## src/rtl/uart_rx_fifo_if.sv

```systemverilog
// Drain-side port of uart_rx_fifo: head-of-FIFO entry, valid/ready pop handshake and fill level.
// The receiver drives through the master modport; the consumer uses the slave modport.
interface uart_rx_fifo_if #(
  parameter int DATA_BITS  = 8,
  parameter int FIFO_DEPTH = 8
);
  logic [DATA_BITS-1:0]              data_o;
  logic                              parity_err_o;
  logic                              frame_err_o;
  logic                              valid_o;
  logic                              ready_i;
  logic [$clog2(FIFO_DEPTH+1)-1:0]   level_o;

  modport master (
    output data_o, parity_err_o, frame_err_o, valid_o, level_o,
    input  ready_i
  );

  modport slave (
    input  data_o, parity_err_o, frame_err_o, valid_o, level_o,
    output ready_i
  );
endinterface

```

## src/rtl/uart_rx_fifo.sv

```systemverilog
// Parametrised UART receiver (data width, parity, stop bits, baud divisor) feeding a
// first-word-fall-through FIFO with per-entry parity/framing flags and a sticky overrun flag.
module uart_rx_fifo #(
  parameter int CLK_DIV    = 32,
  parameter int DATA_BITS  = 8,
  parameter int PARITY_EN  = 0,
  parameter int PARITY_ODD = 0,
  parameter int STOP_BITS  = 1,
  parameter int FIFO_DEPTH = 8
) (
  input  logic           clk,
  input  logic           rst_n,
  input  logic           rx_i,
  input  logic           rx_en_i,
  input  logic           clr_i,
  output logic           overrun_o,
  uart_rx_fifo_if.master drain
);

  localparam int CW = $clog2(CLK_DIV);
  localparam int BW = $clog2(DATA_BITS + 1);
  localparam int AW = $clog2(FIFO_DEPTH);
  localparam int LW = $clog2(FIFO_DEPTH + 1);
  localparam int EW = DATA_BITS + 2;

  localparam logic [CW-1:0] HALF_BIT = CW'(CLK_DIV / 2 - 1);
  localparam logic [CW-1:0] FULL_BIT = CW'(CLK_DIV - 1);
  localparam logic [BW-1:0] LAST_DATA = BW'(DATA_BITS - 1);
  localparam logic [BW-1:0] LAST_STOP = BW'(STOP_BITS - 1);
  localparam logic [LW-1:0] LEVEL_FULL = LW'(FIFO_DEPTH);

  typedef enum logic [2:0] {
    S_IDLE,
    S_START,
    S_DATA,
    S_PARITY,
    S_STOP
  } state_t;

  // ---------------------------------------------------------------------------
  // Line synchroniser and falling-edge detect
  // ---------------------------------------------------------------------------
  logic rx_meta_q, rx_sync_q, rx_prev_q;
  logic fall_edge;

  // NOTE: sequential state is always written with <= so every flop samples the
  // pre-edge value of its neighbours; blocking here would collapse the synchroniser.
  always_ff @(posedge clk) begin
    if (!rst_n) begin
      rx_meta_q <= 1'b1;
      rx_sync_q <= 1'b1;
      rx_prev_q <= 1'b1;
    end else begin
      rx_meta_q <= rx_i;
      rx_sync_q <= rx_meta_q;
      rx_prev_q <= rx_sync_q;
    end
  end

  // A line held low after a bad stop bit produces no new edge, so a break yields one frame.
  assign fall_edge = rx_prev_q & ~rx_sync_q;

  // ---------------------------------------------------------------------------
  // Receive FSM
  // ---------------------------------------------------------------------------
  state_t            state_q, state_d;
  logic [CW-1:0]     cnt_q;
  logic [BW-1:0]     bit_cnt_q;
  logic [DATA_BITS-1:0] shreg_q;
  logic              perr_q, ferr_q;
  logic              tick;

  logic start_det, sample_data, sample_parity, sample_stop, frame_push;

  assign tick = (cnt_q == '0);

  always_ff @(posedge clk) begin
    if (!rst_n) state_q <= S_IDLE;
    else        state_q <= state_d;
  end

  // NOTE: every combinational output gets a default first so no path infers a latch.
  always_comb begin
    state_d = state_q;
    unique case (state_q)
      S_IDLE:   if (fall_edge && rx_en_i) state_d = S_START;
      S_START:  if (tick) state_d = rx_sync_q ? S_IDLE : S_DATA;
      S_DATA:   if (tick && bit_cnt_q == LAST_DATA)
                  state_d = (PARITY_EN != 0) ? S_PARITY : S_STOP;
      S_PARITY: if (tick) state_d = S_STOP;
      S_STOP:   if (tick && bit_cnt_q == LAST_STOP) state_d = S_IDLE;
      default:  state_d = S_IDLE;
    endcase
  end

  always_comb begin
    start_det     = (state_q == S_IDLE) && fall_edge && rx_en_i;
    sample_data   = (state_q == S_DATA) && tick;
    sample_parity = (state_q == S_PARITY) && tick;
    sample_stop   = (state_q == S_STOP) && tick;
    frame_push    = sample_stop && (bit_cnt_q == LAST_STOP);
  end

  always_ff @(posedge clk) begin
    if (!rst_n) begin
      cnt_q     <= '0;
      bit_cnt_q <= '0;
      shreg_q   <= '0;
      perr_q    <= 1'b0;
      ferr_q    <= 1'b0;
    end else begin
      if (start_det) begin
        cnt_q     <= HALF_BIT;
        bit_cnt_q <= '0;
        perr_q    <= 1'b0;
        ferr_q    <= 1'b0;
      end else if (state_q != S_IDLE) begin
        cnt_q <= tick ? FULL_BIT : cnt_q - CW'(1);
      end
      if (sample_data) begin
        shreg_q   <= {rx_sync_q, shreg_q[DATA_BITS-1:1]};
        bit_cnt_q <= (bit_cnt_q == LAST_DATA) ? '0 : bit_cnt_q + BW'(1);
      end
      if (sample_parity)
        perr_q <= ((^shreg_q) ^ rx_sync_q) != 1'(PARITY_ODD);
      if (sample_stop) begin
        bit_cnt_q <= bit_cnt_q + BW'(1);
        if (!rx_sync_q) ferr_q <= 1'b1;
      end
    end
  end

  // ---------------------------------------------------------------------------
  // Output FIFO (first-word fall-through)
  // ---------------------------------------------------------------------------
  logic [EW-1:0] mem [FIFO_DEPTH];
  logic [AW-1:0] wr_ptr_q, rd_ptr_q;
  logic [LW-1:0] level_q;
  logic          overrun_q;
  logic [EW-1:0] push_entry, head;
  logic          fifo_full, fifo_valid, do_push, do_pop;

  assign push_entry = {ferr_q | ~rx_sync_q, perr_q, shreg_q};
  assign fifo_full  = (level_q == LEVEL_FULL);
  assign fifo_valid = (level_q != '0);
  assign do_pop     = fifo_valid && drain.ready_i && !clr_i;
  assign do_push    = frame_push && !clr_i && (!fifo_full || do_pop);

  // NOTE: the storage array has no reset; entries are only observable once written,
  // and the head outputs are forced to zero while the FIFO is empty.
  always_ff @(posedge clk) begin
    if (do_push) mem[wr_ptr_q] <= push_entry;
  end

  always_ff @(posedge clk) begin
    if (!rst_n || clr_i) begin
      wr_ptr_q  <= '0;
      rd_ptr_q  <= '0;
      level_q   <= '0;
      overrun_q <= 1'b0;
    end else begin
      if (do_push) wr_ptr_q <= wr_ptr_q + AW'(1);
      if (do_pop)  rd_ptr_q <= rd_ptr_q + AW'(1);
      unique case ({do_push, do_pop})
        2'b10:   level_q <= level_q + LW'(1);
        2'b01:   level_q <= level_q - LW'(1);
        default: level_q <= level_q;
      endcase
      if (frame_push && fifo_full && !do_pop) overrun_q <= 1'b1;
    end
  end

  always_comb begin
    head               = mem[rd_ptr_q];
    drain.data_o       = fifo_valid ? head[DATA_BITS-1:0] : '0;
    drain.parity_err_o = fifo_valid & head[DATA_BITS];
    drain.frame_err_o  = fifo_valid & head[DATA_BITS+1];
    drain.valid_o      = fifo_valid;
    drain.level_o      = level_q;
    overrun_o          = overrun_q;
  end

endmodule

```

## src/flat_wrapper.sv

```systemverilog
// flat-port wrapper written by rule: the top's interface ports become plain ports
module uart_rx_fifo_flat 
#(
  parameter int CLK_DIV    = 32,
  parameter int DATA_BITS  = 8,
  parameter int PARITY_EN  = 0,
  parameter int PARITY_ODD = 0,
  parameter int STOP_BITS  = 1,
  parameter int FIFO_DEPTH = 8
)
  (clk, rst_n, rx_i, rx_en_i, clr_i, overrun_o, drain_data_o, drain_parity_err_o, drain_frame_err_o, drain_valid_o, drain_level_o, drain_ready_i);
  uart_rx_fifo_if #(.DATA_BITS(DATA_BITS), .FIFO_DEPTH(FIFO_DEPTH)) drain_i ();
  input  logic clk;
  input  logic rst_n;
  input  logic rx_i;
  input  logic rx_en_i;
  input  logic clr_i;
  output logic overrun_o;
  output wire logic [$bits(drain_i.data_o)-1:0] drain_data_o;
  output wire logic [$bits(drain_i.parity_err_o)-1:0] drain_parity_err_o;
  output wire logic [$bits(drain_i.frame_err_o)-1:0] drain_frame_err_o;
  output wire logic [$bits(drain_i.valid_o)-1:0] drain_valid_o;
  output wire logic [$bits(drain_i.level_o)-1:0] drain_level_o;
  input wire logic [$bits(drain_i.ready_i)-1:0] drain_ready_i;
  assign drain_data_o = drain_i.data_o;
  assign drain_parity_err_o = drain_i.parity_err_o;
  assign drain_frame_err_o = drain_i.frame_err_o;
  assign drain_valid_o = drain_i.valid_o;
  assign drain_level_o = drain_i.level_o;
  assign drain_i.ready_i = drain_ready_i;
  uart_rx_fifo #(.CLK_DIV(CLK_DIV), .DATA_BITS(DATA_BITS), .PARITY_EN(PARITY_EN), .PARITY_ODD(PARITY_ODD), .STOP_BITS(STOP_BITS), .FIFO_DEPTH(FIFO_DEPTH)) u_core (.clk(clk), .rst_n(rst_n), .rx_i(rx_i), .rx_en_i(rx_en_i), .clr_i(clr_i), .overrun_o(overrun_o), .drain(drain_i));
endmodule
```

## config.mk

```make
export PLATFORM = sky130hd
export DESIGN_NAME = uart_rx_fifo_flat
export DESIGN_NICKNAME = d
export VERILOG_FILES = /design/src/rtl/uart_rx_fifo_if.sv /design/src/rtl/uart_rx_fifo.sv /design/src/flat_wrapper.sv
export SDC_FILE = /design/constraint.sdc
export NUM_CORES = 1
export LEC_CHECK = 0
export ABC_AREA = 1
export CORE_MARGIN = 4
export CORE_UTILIZATION = 30
export CTS_CLUSTER_DIAMETER = 150
export DETAILED_ROUTE_END_ITERATION = 12
export GPL_TIMING_DRIVEN = 0
export HOLD_SLACK_MARGIN = 0.05
export PLACE_DENSITY_LB_ADDON = 0.15
export SETUP_SLACK_MARGIN = 0.1
export SLEW_MARGIN = 30
export SYNTH_ARGS = -nofsm -noshare
export SYNTH_HDL_FRONTEND = slang
export SYNTH_SLANG_ARGS = --single-unit
```

## constraint.sdc

```tcl
create_clock -name clk -period 4.6 [get_ports clk]
set_clock_uncertainty 0.2 [all_clocks]
set_input_delay 0.92 -clock clk [delete_from_list [all_inputs] [get_ports clk]]
set_output_delay 0.92 -clock clk [all_outputs]
set_load 0.005 [all_outputs]
```

# --- Word level (Yosys, flattened, before mapping) ---
# Memory sizes are Yosys's and may differ from the RTL's. A register that Yosys moved wholly into a read port is not among the register bits.
# Index checks and enable logic that the tools add are counted.
word_totals:
  wordCells: 99
  mem_count: 1
  ram_bits: 80
  reg_bits: 36
  input_bits: 6
mem_list:
  columns: ["name", "depth", "word_bits", "rd", "rd_ports_with_merged_regs", "write_ports", "line_no", "text"]
  rows:
  - ["u_core.mem", 8, 10, 1, 1, 1, "uart_rx_fifo.sv:136", "logic [EW-1:0] mem [FIFO_DEPTH];"]
op_classes:
  n_mux: 25
  n_eq_ne: 13
  n_addsub: 6
  bitwise: 7
  reduce_logical: 33
op_table:
  columns: ["cell", "n"]
  rows:
  - ["4-bit two-way mux", 6]
  - ["3-bit two-way mux", 7]
  - ["1-bit logical AND", 15]
  - ["3-bit one-hot mux with 5 select lines", 1]
  - ["2-bit by 1-bit != test with 1-bit output (second input constant)", 5]
  - ["4-bit by 1-bit adder with 4-bit output (second input constant)", 2]
  - ["8-bit two-way mux", 1]
  - ["4-bit one-hot mux with 2 select lines", 1]
  - ["8-bit XOR reduction", 1]
  - ["1-bit two-way mux", 7]
  - ["3-bit by 1-bit adder with 3-bit output (second input constant)", 2]
  - ["3-bit by 2-bit equality test with 1-bit output (second input constant)", 2]
  - ["2-bit nonzero test", 3]
  - ["3-bit nonzero test", 2]
  - ["5-bit zero test", 1]
  - ["5-bit two-way mux", 1]
  - ["5-bit AND reduction", 1]
  - ["5-bit by 1-bit subtractor with 5-bit output (second input constant)", 1]
  - ["4-bit by 3-bit equality test with 1-bit output (second input constant)", 1]
  - ["4-bit equality test (second input constant)", 1]
  - ["1-bit zero test", 4]
  - ["4-bit zero test", 1]
  - ["4-bit nonzero test", 1]
  - ["4-bit by 1-bit subtractor with 4-bit output (second input constant)", 1]
  - ["other kinds (12)", 16]

# --- Depth between registers and ports, before layout ---
# Gate-level depths: netlist of run 1.
logic_depth:
  ltp_word: 7
  depth_mapped: 17
  depth_no_buf: 17

# --- Worst setup path before layout of run 1 ---
# OpenSTA, ideal clock, no wires.
synth_path:
  path_type: "in2reg"
  startpoint: "input clr_i"
  endpoint: "memory u_core.mem[0][0] in the netlist's numbering, enable pin"
  setup_ns: 0.390
  setup_slack_ns: 1.674
  t_arrival_ns: 2.336
  cell_stages: 8
  n_path_buf: 0
  cell_sequence: "inv_1 nand2_1 nand2_1 nor2_1 nor2_2 nand2_4 or2_4 nor3_1"
synth_between:
  elab_chain_len: 6
  elab_cells_between_ends: 7
  cone_classes: "mux (2); reduce/logical (5)"
synth_rtl:
  columns: ["item", "line_no", "text"]
  rows:
  - ["from (decl)", "flat_wrapper.sv:17", "input logic clr_i;"]
  - ["1-bit zero test *", "uart_rx_fifo.sv:146, uart_rx_fifo.sv:147", null]
  - ["1-bit logical AND", "uart_rx_fifo.sv:146", "assign do_pop = fifo_valid && drain.ready_i && !clr_i;"]
  - ["1-bit logical OR", "uart_rx_fifo.sv:147", "assign do_push = frame_push && !clr_i && (!fifo_full || do_pop);"]
  - ["1-bit logical AND *", "uart_rx_fifo.sv:147", null]
  - ["1-bit two-way mux *", "uart_rx_fifo.sv:152", "if (do_push) mem[wr_ptr_q] <= push_entry;"]
  - ["1-bit two-way mux (implied by the code) *", "uart_rx_fifo.sv:152", null]
  - ["to (decl)", "uart_rx_fifo.sv:136", null]
# Every way passes the cells marked *; elsewhere a longest branch is shown, timed or not.

==> reports/qor.txt, run 1 <==
MaxCap Viol Count - 0
Yosys cell types - 39
Switching share of power - 0.2735
Number of global-route vias before repair - 3646
Max transition margin - 0.5883
Critical Path Source Type - flop
Site Rows - 47
Hold path start - u_core.rx_meta_q
Simple-Gate Fraction of Synth Area - 0.1769
Synth warnings - 0
Residual DRC - 0
Buf/Inv on CP - 3
Slowest library cell on the worst path - clkdlybuf4s50_1
Compound-cell area share of the yosys netlist - 0.1175
Die Width - 138.7 µm
Worst EP required - 3.48 ns
DP Worst Slack - 1.132 ns
CP top delay family - buffers and inverters
Die ar. - 0.01923 mm²
FILL cells - 1627
First-pass GRT wire length - 19200 µm
Post-CTS Hold Buffers - 0
Dpl cells - 747
Antenna violations before repair - 0
CTS Root Cell - clkbuf_16
Post_cts resized - 0
CTS H-tree depth - 4
Die H - 138.7 µm
Proportion of layout cells with a drive suffix above 1 - 0.1416
VDD IR max - 276.9 µV
CP Max Fanout - 10
Data arrival, critical path - 2.52 ns
Initial core utilization - 0.3077
Met1 wire length - 5644 µm
Final GP Congestion - 0.7890
Reg2Reg Depth - 11
Area grow syn2layout - 22.60%
I/O pins - 22
Critical R2R Launch - u_core.cnt_q[0]
Worst Hold Endpoint - u_core.rx_sync_q
Routed vias - 3622
Flops & latches, synth - 119
Grt ovf - 0
Via-to-Cell Ratio - 4.656
FF-to-FF End - u_core.mem[3][2]
CTS tree - yes
Post-synthesis sequential area ratio - 0.6215
DR WL/cell - 15.29 µm
Post-Synthesis Cells - 498
DRT iter0 DRCs - 235
Actual slew at the worst max-slew pin - 0.6143 ns
Syn_nets - 513
CP Cell Sequence - inv_1 -> clkbuf_1 -> nor2_1 -> o32ai_1 -> nor2_1 -> nor2_1 -> clkdlybuf4s50_1
Mapped Area - 0.005121 mm²
Synth Area in Adders - 0.02345
FMAX - 274.6 MHz
Highest metal used - met4
Deepest clock path buffer count - 2
Drt first pass iters - 4
Clock transition at path regs - 0.05 ns
Period utilisation layout - 0.7915
Slowest stage delay, CP - 0.54 ns
N_diodes - 0
Mux share of post-synthesis cell area - 0
Final-stage net count - 561
Port Buffer Count - 21
Pins Over Slew Limit - 0
Fin worst setup slack - 0.9589 ns
Multi-input logic area - 0.001738 mm²
GRT Util Overall - 0.1287
Core footprint - 0.01664 mm²
Post-Layout Cell Count - 778
Share of the synthesized area in the top cell type - 0.4691
Status - finished, final reports clean
Pwr/cell area - 492.8 mW/mm²
Post-CTS Setup Repair Bufs - 0
CP Class - reg -> out
R2R setup slack - 1.94 ns
Power share of the sequential group - 0.425
Sequential cell area - 0.003183 mm²
Latest clock arrival within the worst-skew pair - 0.42 ns
Combinational power share - 0.161
Routed wl met3 - 456 µm
Clock Sinks - 119
Setup_tns - 0 ns
Post-synth top area cell - edfxtp_1
Hold depth - 1
DP HPWL - 8245 µm
P_int - 2.248 mW
Setup repair after global routing missed its margin - false
XOR/XNOR share of the synthesized area - 0.01368
Hold Crit Class - reg -> reg
Largest family of logic cells by synthesized area - simple AND/OR/NAND/NOR gates
Routed met2 length - 5571 µm
Psw - 0.8462 mW
Crit path time final - 3.641 ns
Mean Syn Cell Area - 10.28 µm²
Final hold vios - 0
ANT nets after route - 0
Pwr Total - 3.094 mW
CTS buffer count - 17
CP endpoint kind - output pin
Total wire length - 11890 µm
Core Util, Final - 0.3773
Most frequent CP cell - nor2_1
# setup viols final - 0
Largest net degree at the start of global routing - 17
Leak - 2.337 nW
Share of power burned in the clock network - 0.414
Top post-synthesis cells by area - edfxtp_1 (47%), dfxtp_1 (15%), nor2_1 (8.4%)
## how the worst max path moves through the flow
stage	depth (start not counted)	slack (ns)	end	start
after floorplan	8	1.67	u_core.mem[0][0]	clr_i
after global placement	9	0.47	u_core.mem[4][4]	clr_i
after detailed placement	10	1.13	u_core.mem[4][4]	clr_i
after CTS	6	0.94	drain_parity_err_o	flop
after global routing	6	0.72	drain_parity_err_o	flop
final	7	0.96	drain_data_o[1]	flop
## Yosys cell counts (all sizes together)
| cell | number |
|---|---|
| ha | 8 |
| nand2 | 42 |
| nand4 | 2 |
| clkinv | 1 |
| xor2 | 3 |
| clkbuf | 13 |
| dfxtp | 39 |
| fa | 1 |
| nor2 | 123 |
| a21oi | 20 |
| o22ai | 2 |
| nor4 | 1 |
| o32ai | 20 |
| inv | 45 |
| o31ai | 1 |
| nand3b | 1 |
| nand3 | 16 |
| a211oi | 1 |
| buf | 3 |
| edfxtp | 80 |
| nor3 | 10 |
| o21ai | 54 |
| a221oi | 1 |
| xnor2 | 5 |
| a41oi | 1 |
| or2 | 3 |
| and2 | 2 |
## state kept, by name, indices dropped and copies added (netlist names), named ones only
signal and cells:
u_core.mem 80, u_core.cnt_q 5, u_core.perr_q 1, u_core.rx_prev_q 1, u_core.rx_sync_q 1, u_core.wr_ptr_q 3
u_core.state_q 3, u_core.drain.level_o 4, u_core.rd_ptr_q 3, u_core.bit_cnt_q 4, u_core.ferr_q 1, u_core.rx_meta_q 1
u_core.shreg_q 8, u_core.overrun_o 1
## through the flow
stage / hold slack [ns] / instance area (µm²)
CTS: 0.2116 / 6279
finish: 0.2123 / 6279
global route: 0.2637 / 6279
floorplan: 0.1925 / 5121
detailed placement: 0.1989 / 5710
global placement: 0.1972 / 5607
## layout make-up
cell class / count / area share
Timing Repair Buffer: 29 / 0.04364
Tap cell: 220 / 0.04384
Inverter: 46 / 0.02770
Buffer: 16 / 0.01056
Multi-Input combinational cell: 317 / 0.2768
Clock inverter: 12 / 0.02152
Sequential cell: 119 / 0.5070
Clock buffer: 19 / 0.06895
## routing by layer
metal,vias to the layer above,track usage
met5,-,0
met4,0,0.05819
met3,18,0.03724
met2,64,0.2063
met1,1717,0.1618
li1,1823,-
## cells by family (layout without fill, tap and decap cells)
group / after synthesis / count (layout)
adders and majority gates: 9 / 9
AOI/OAI and AO/OA: 100 / 100
xor gates and xnor gates: 8 / 8
and+or+nand+nor: 200 / 200
buffers and inverters: 62 / 122
DFF: 119 / 119
## cells in the final DEF, fill, tap and decap left out, types with 2 or more instances in the layout
cell,Yosys,layout
dfxtp_1,39,39
edfxtp_1,80,80
nand2_4,3,3
bufinv_16,0,3
nor2_1,114,114
inv_2,10,10
xnor2_1,5,5
nand4_1,2,2
nand2_1,35,35
nor3_2,1,9
buf_2,2,2
buf_4,1,8
inv_1,35,35
xor2_1,3,3
clkdlybuf4s50_1,0,21
nor2_2,6,6
and2_1,2,2
a21oi_1,19,19
nand2_2,4,4
clkbuf_16,0,17
clkinv_1,0,2
or2_2,2,2
nor2_4,2,2
clkbuf_1,13,15
o32ai_1,20,20
o21ai_0,47,47
ha_1,8,8
nand3_1,15,15
clkinv_2,1,7
o21ai_1,7,7
o22ai_1,2,2
## power by group through the flow
| stage | Sequential [mW] | Combinational (mW) | Clock, mW |
|---|---|---|---|
| floorplan | 1.30 | 0.396 | 0 |
| global placement | 1.34 | 0.495 | 0 |
| detailed placement | 1.34 | 0.500 | 0 |
| CTS | 1.32 | 0.502 | 1.31 |
| global route | 1.33 | 0.565 | 1.37 |
| finish | 1.32 | 0.499 | 1.28 |
## worst reg2reg max path: cells and delay by family (launching register included)
family                     cells  cell delay (ns)
DFF                            1             0.31
and+or+nand+nor                6             1.07
adders and majority gates      1             0.22
buffers and inverters          4             0.59
(Power assumes the default switching activity.)
==> run 2: changes to the inputs <==
clock period = 3 ns   (was 4.6 ns; I/O delays follow)
==> reports/qor.txt, run 2 (synthesis results as in run 1) <==
Status - finished, final reports clean
Post-Layout Cell Count - 780 (+0.26%)
CP Class - reg -> out
Drt first pass iters - 4 (unchanged)
Combinational power share - 0.162 (about the same)
Pwr Total - 4.747 mW (+53%)
Switching share of power - 0.2734 (about the same)
Slowest stage delay, CP - 0.40 ns (-0.14 ns)
Residual DRC - 0 (unchanged)
Actual slew at the worst max-slew pin - 0.6132 ns (-0.001068 ns)
Antenna violations before repair - 0 (unchanged)
CTS H-tree depth - 4 (unchanged)
Crit path time final - 2.695 ns
N_diodes - 0 (unchanged)
Data arrival, critical path - 1.90 ns (-0.62 ns)
Final GP Congestion - 0.7890 (unchanged)
Share of power burned in the clock network - 0.413 (about the same)
Site Rows - 47 (unchanged)
Hold Crit Class - reg -> reg
Clock transition at path regs - 0.05 ns (about the same)
Grt ovf - 0 (unchanged)
Deepest clock path buffer count - 2 (unchanged)
CP Max Fanout - 10 (unchanged)
Die ar. - 0.01923 mm² (unchanged)
Slowest library cell on the worst path - dfxtp_1
Latest clock arrival within the worst-skew pair - 0.41 ns (about the same)
MaxCap Viol Count - 0 (unchanged)
Pins Over Slew Limit - 0 (unchanged)
Largest net degree at the start of global routing - 17 (unchanged)
Fin worst setup slack - 0.3047 ns (-0.6541 ns)
Top reg by flops - u_core.mem
Max transition margin - 0.5890 (+0.0007150)
Routed vias - 3641 (+0.52%)
Die H - 138.7 µm (unchanged)
CP top delay family - buffers and inverters
GRT Util Overall - 0.1299 (+0.001167)
FILL cells - 1606 (-1.3%)
ANT nets after route - 0 (unchanged)
Final instance area - 0.006465 mm² (+3.0%)
DRT iter0 DRCs - 181 (-23%)
Top Registers - u_core.mem x80, u_core.shreg_q x8, u_core.cnt_q x5
Final-stage net count - 563 (+0.36%)
DP Worst Slack - -0.1480 ns (-1.280 ns)
Critical Path Source Type - flop
Port Buffer Count - 21 (unchanged)
Worst EP required - 2.20 ns (-1.28 ns)
Pwr/cell area - 734.3 mW/mm² (+49%)
Final hold vios - 0 (unchanged)
CTS tree - yes
Most frequent cells in the layout - nor2_1 (113), edfxtp_1 (80), o21ai_0 (44), nand2_1 (35), dfxtp_1 (35)
Psw - 1.298 mW (+53%)
VDD IR max - 424.0 µV (+53%)
Leak - 2.514 nW (+7.6%)
Power share of the sequential group - 0.425 (about the same)
Leading cell type in the layout, fill and taps excluded - nor2_1
CP endpoint kind - output pin
# setup viols final - 0 (unchanged)
Total wire length - 12080 µm (+1.6%)
P_int - 3.449 mW (+53%)
Final hold slack - 0.2123 ns (-0.000004000 ns)
Setup repair after global routing missed its margin - false
CP Cell Sequence - clkbuf_4 -> o21ai_0 -> o32ai_2 -> o21ai_0 -> nor2_1 -> dlygate4sd2_1
Initial core utilization - 0.3077 (unchanged)
Largest register FFs - 80 (unchanged)
DP HPWL - 8245 µm (unchanged)
Dpl cells - 747 (unchanged)
Number of global-route vias before repair - 3668 (+0.60%)
Period utilisation layout - 0.8984
Clock Sinks - 119 (unchanged)
Proportion of layout cells with a drive suffix above 1 - 0.1946 (+0.05307)
I/O pins - 22 (unchanged)
CTS buffer count - 17 (unchanged)
CTS Root Cell - clkbuf_16
FMAX - 371.0 MHz
Via-to-Cell Ratio - 4.668 (+0.27%)
DR WL/cell - 15.49 µm (+1.3%)
Die Width - 138.7 µm (unchanged)
Buf/Inv on CP - 2 (-1)
Placed inst area - 0.005710 mm² (unchanged)
First-pass GRT wire length - 19360 µm (+0.86%)
Area grow syn2layout - 26.24%
Most frequent CP cell - o21ai_0
Core footprint - 0.01664 mm² (unchanged)
[run 2: cell count changes in the layout (fill, tap and decap cells not counted), sizes merged]
cell / delta
dlygate4sd2: +8
buf: +8
dlymetal6s2s: +2
clkbuf: -6
clkdlybuf4s50: -10
[run 2: area by class of cell]
class | instances | area [µm²] | share of cell area
clock inverter | 12 | 135.1 | 0.02090
buffer | 16 | 135.1 | 0.02090
clock buffer | 19 | 432.9 | 0.06696
timing repair buffer | 31 | 296.5 | 0.04587
multi-input combinational | 317 | 1823 | 0.2820
tap | 220 | 275.3 | 0.04258
inverter | 46 | 176.4 | 0.02729
sequential | 119 | 3191 | 0.4935
[run 2: power groups by stage]
stage / sequential (mW) / combinational (mW) / clock [mW]
2_1_floorplan: 1.99 / 0.607 / 0
3_3_place_gp: 2.05 / 0.758 / 0
3_5_place_dp: 2.05 / 0.766 / 0
4_1_cts: 2.02 / 0.770 / 2.01
5_1_grt: 2.04 / 0.870 / 2.09
6_report: 2.02 / 0.768 / 1.96
[run 2: metal layers]
metal,share of wire,global-route usage
met1,0.46,0.1628
met2,0.47,0.2084
met3,0.046,0.03759
met4,0.023,0.05922
met5,0,0
[run 2: worst paths after layout]
kind,cells past startpoint,from,to,slack (ns)
worst max-delay path,6,flop,drain_data_o[1],0.30
worst max register to register,11,u_core.cnt_q[0],u_core.mem[3][2],0.35
worst min-delay path,1,u_core.rx_meta_q,u_core.rx_sync_q,0.21
worst min register to register,1,u_core.rx_meta_q,u_core.rx_sync_q,0.21
[run 2: timing repair]
action,CTS,global route
hold buffers,0,0
pin swaps,9,2
gates resized for setup,46,22
setup buffers,2,0
endpoints found under the setup margin,10,2
[run 2: through the flow]
stage               TNS [ns]  utilization
floorplan                  0            -
finish                     0       0.3885
global route               0       0.3885
CTS                        0       0.3860
detailed placement    -3.027       0.3431
global placement      -57.68       0.3369
==> run 3: changes to the inputs <==
GPL_TIMING_DRIVEN = not set   (was 0)
MAX_ROUTING_LAYER = met4   (was not set)
TNS_END_PERCENT = 100   (was not set)
==> reports/qor.txt, run 3 (synthesis results as in run 1) <==
Proportion of layout cells with a drive suffix above 1 - 0.1588 (-0.03580)
CTS Root Cell - clkbuf_16
Data arrival, critical path - 1.89 ns (about the same)
CTS buffer count - 17 (unchanged)
Total wire length - 12540 µm (+3.8%)
Actual slew at the worst max-slew pin - 0.5259 ns (-0.08734 ns)
Buf/Inv on CP - 3 (+1)
Post-Layout Cell Count - 774 (-0.77%)
Leading cell type in the layout, fill and taps excluded - nor2_1
N_diodes - 0 (unchanged)
CP top delay family - buffers and inverters
CTS tree - yes
Routed vias - 3595 (-1.3%)
Deepest clock path buffer count - 2 (unchanged)
# setup viols final - 0 (unchanged)
CP endpoint kind - output pin
Via-to-Cell Ratio - 4.645 (-0.50%)
Routing usage on met3 - 0.03517 (-0.002414)
Pwr/cell area - 727.9 mW/mm² (-0.87%)
GRT met2 Usage - 0.2181 (+0.009764)
Die ar. - 0.01923 mm² (unchanged)
GRT Util Overall - 0.1370 (+0.007134)
Worst EP required - 2.20 ns (about the same)
Largest register FFs - 80 (unchanged)
Most frequent cells in the layout - nor2_1 (114), edfxtp_1 (80), o21ai_0 (46), dfxtp_1 (37)
R2R setup slack - 0.56 ns (+0.21 ns)
Pins Over Slew Limit - 0 (unchanged)
Pwr Total - 4.663 mW (-1.8%)
FMAX - 372.4 MHz (+0.37%)
I/O pins - 22 (unchanged)
CP Max Fanout - 20 (+10)
Clock transition at path regs - 0.05 ns (about the same)
Top Registers - u_core.mem x80, u_core.shreg_q x8, u_core.cnt_q x5
Period utilisation layout - 0.8951 (-0.003315)
Die Width - 138.7 µm (unchanged)
DRT iter0 DRCs - 246 (+36%)
Latest clock arrival within the worst-skew pair - 0.41 ns (about the same)
Port Buffer Count - 21 (unchanged)
Clock Sinks - 119 (unchanged)
GRT met1 Usage - 0.1676 (+0.004801)
Top reg by flops - u_core.mem
Setup repair after global routing missed its margin - false
Grt ovf - 0 (unchanged)
DR WL/cell - 16.20 µm (+4.6%)
Final hold vios - 0 (unchanged)
Residual DRC - 0 (unchanged)
Area grow syn2layout - 25.09%
Antenna violations before repair - 0 (unchanged)
ANT nets after route - 0 (unchanged)
Core footprint - 0.01664 mm² (unchanged)
Core Util, Final - 0.3849 (-0.003534)
VDD IR max - 385.9 µV (-9.0%)
CP Cell Sequence - buf_4 -> buf_16 -> o21ai_0 -> o32ai_1 -> o21ai_1 -> nor2_1 -> dlygate4sd2_1
Max transition margin - 0.6489 (+0.05998)
Setup_tns - 0 ns (unchanged)
Initial core utilization - 0.3077 (unchanged)
Slowest library cell on the worst path - dfxtp_4
First-pass GRT wire length - 19790 µm (+2.2%)
Die H - 138.7 µm (unchanged)
Fin worst setup slack - 0.3147 ns (+0.009946 ns)
Leak - 2.510 nW (-0.16%)
Largest net degree at the start of global routing - 41 (+24)
Hold Crit Class - reg -> reg
CTS H-tree depth - 4 (unchanged)
Status - finished, final reports clean
Site Rows - 47 (unchanged)
Critical Path Source Type - flop
Slowest stage delay, CP - 0.37 ns (-0.03 ns)
Final GP Congestion - 0.8071 (+2.3%)
Drt first pass iters - 6 (+2)
Number of global-route vias before repair - 3588 (-2.2%)
Dpl cells - 737 (-1.3%)
MaxCap Viol Count - 0 (unchanged)
DP Worst Slack - 0.2347 ns (+0.3827 ns)
CP Class - reg -> out
Final-stage net count - 556 (-1.2%)
DP HPWL - 7876 µm (-4.5%)
Crit path time final - 2.685 ns (-0.009946 ns)
Global routing's busiest layer - met2
-- run 3: cell count changes in the layout (fill, tap and decap cells not counted), moves of 3 or more --
cell	previous run	this run
o32ai_2	11	6
buf_16	0	3
o32ai_1	9	14
clkbuf_4	3	0
nor3_1	1	9
nor3_2	9	1
-- run 3: worst reg2reg max path, stage by stage, from the launching register on --
cell and delay, ns:
dfxtp_1 0.30, inv_1 0.13, ha_1 0.21, nand2_4 0.08
nor2_8 0.18, nand3_4 0.11, nand2_2 0.12, inv_1 0.07
ha_1 0.32, a21oi_1 0.16, nand2_1 0.08, nand3_1 0.09
nand2_1 0.06, inv_1 0.06, nand3_1 0.06, nand2_1 0.06
nor2_1 0.04
-- run 3: area by class of cell --
type                       count  area (µm²)
tap                          220       275.3
sequential                   119        3188
multi-input combinational    317        1745
timing repair buffer          40       470.5
fill                        1627       10240
clock inverter                13       112.6
clock buffer                  19       432.9
inverter                      46       181.4
-- run 3: layer usage --
| metal | part of all wire | vias to the layer above | wire (µm) |
|---|---|---|---|
| li1 | - | 1817 | - |
| met1 | 0.46 | 1708 | 5829 |
| met2 | 0.49 | 60 | 6155 |
| met3 | 0.034 | 10 | 421 |
| met4 | 0.011 | 0 | 137 |
| met5 | 0 | - | 0 |
-- run 3: per-stage QoR --
step	area (µm²)	hold WS, ns
2_1_floorplan	5121	0.1925
3_3_place_gp	5683	0.1950
3_5_place_dp	5683	0.2000
4_1_cts	6370	0.2133
5_1_grt	6406	0.2268
6_report	6406	0.2126
-- run 3: path summary, 6_finish.rpt --
check	start	to	cells after the start
max	flop	drain_frame_err_o	7
min	u_core.rx_meta_q	u_core.rx_sync_q	1
max reg2reg	u_core.cnt_q[0]	u_core.drain.level_o[3]	16
min reg2reg	u_core.rx_meta_q	u_core.rx_sync_q	1
-- run 3: power breakdown --
group          switching, mW  internal (mW)  total [mW]
sequential             0.136           1.88        2.02
clock                  0.685           1.20        1.88
combinational          0.483          0.282       0.765
total                   1.30           3.36        4.66
-- run 3: timing repair --
action | in CTS | in global routing
setup buffers | 1 | 0
resized for setup | 22 | 6
pin swaps | 8 | 3
hold buffers | 0 | 0
endpoints found under the setup margin | 10 | 4
gates cloned | 3 | 1
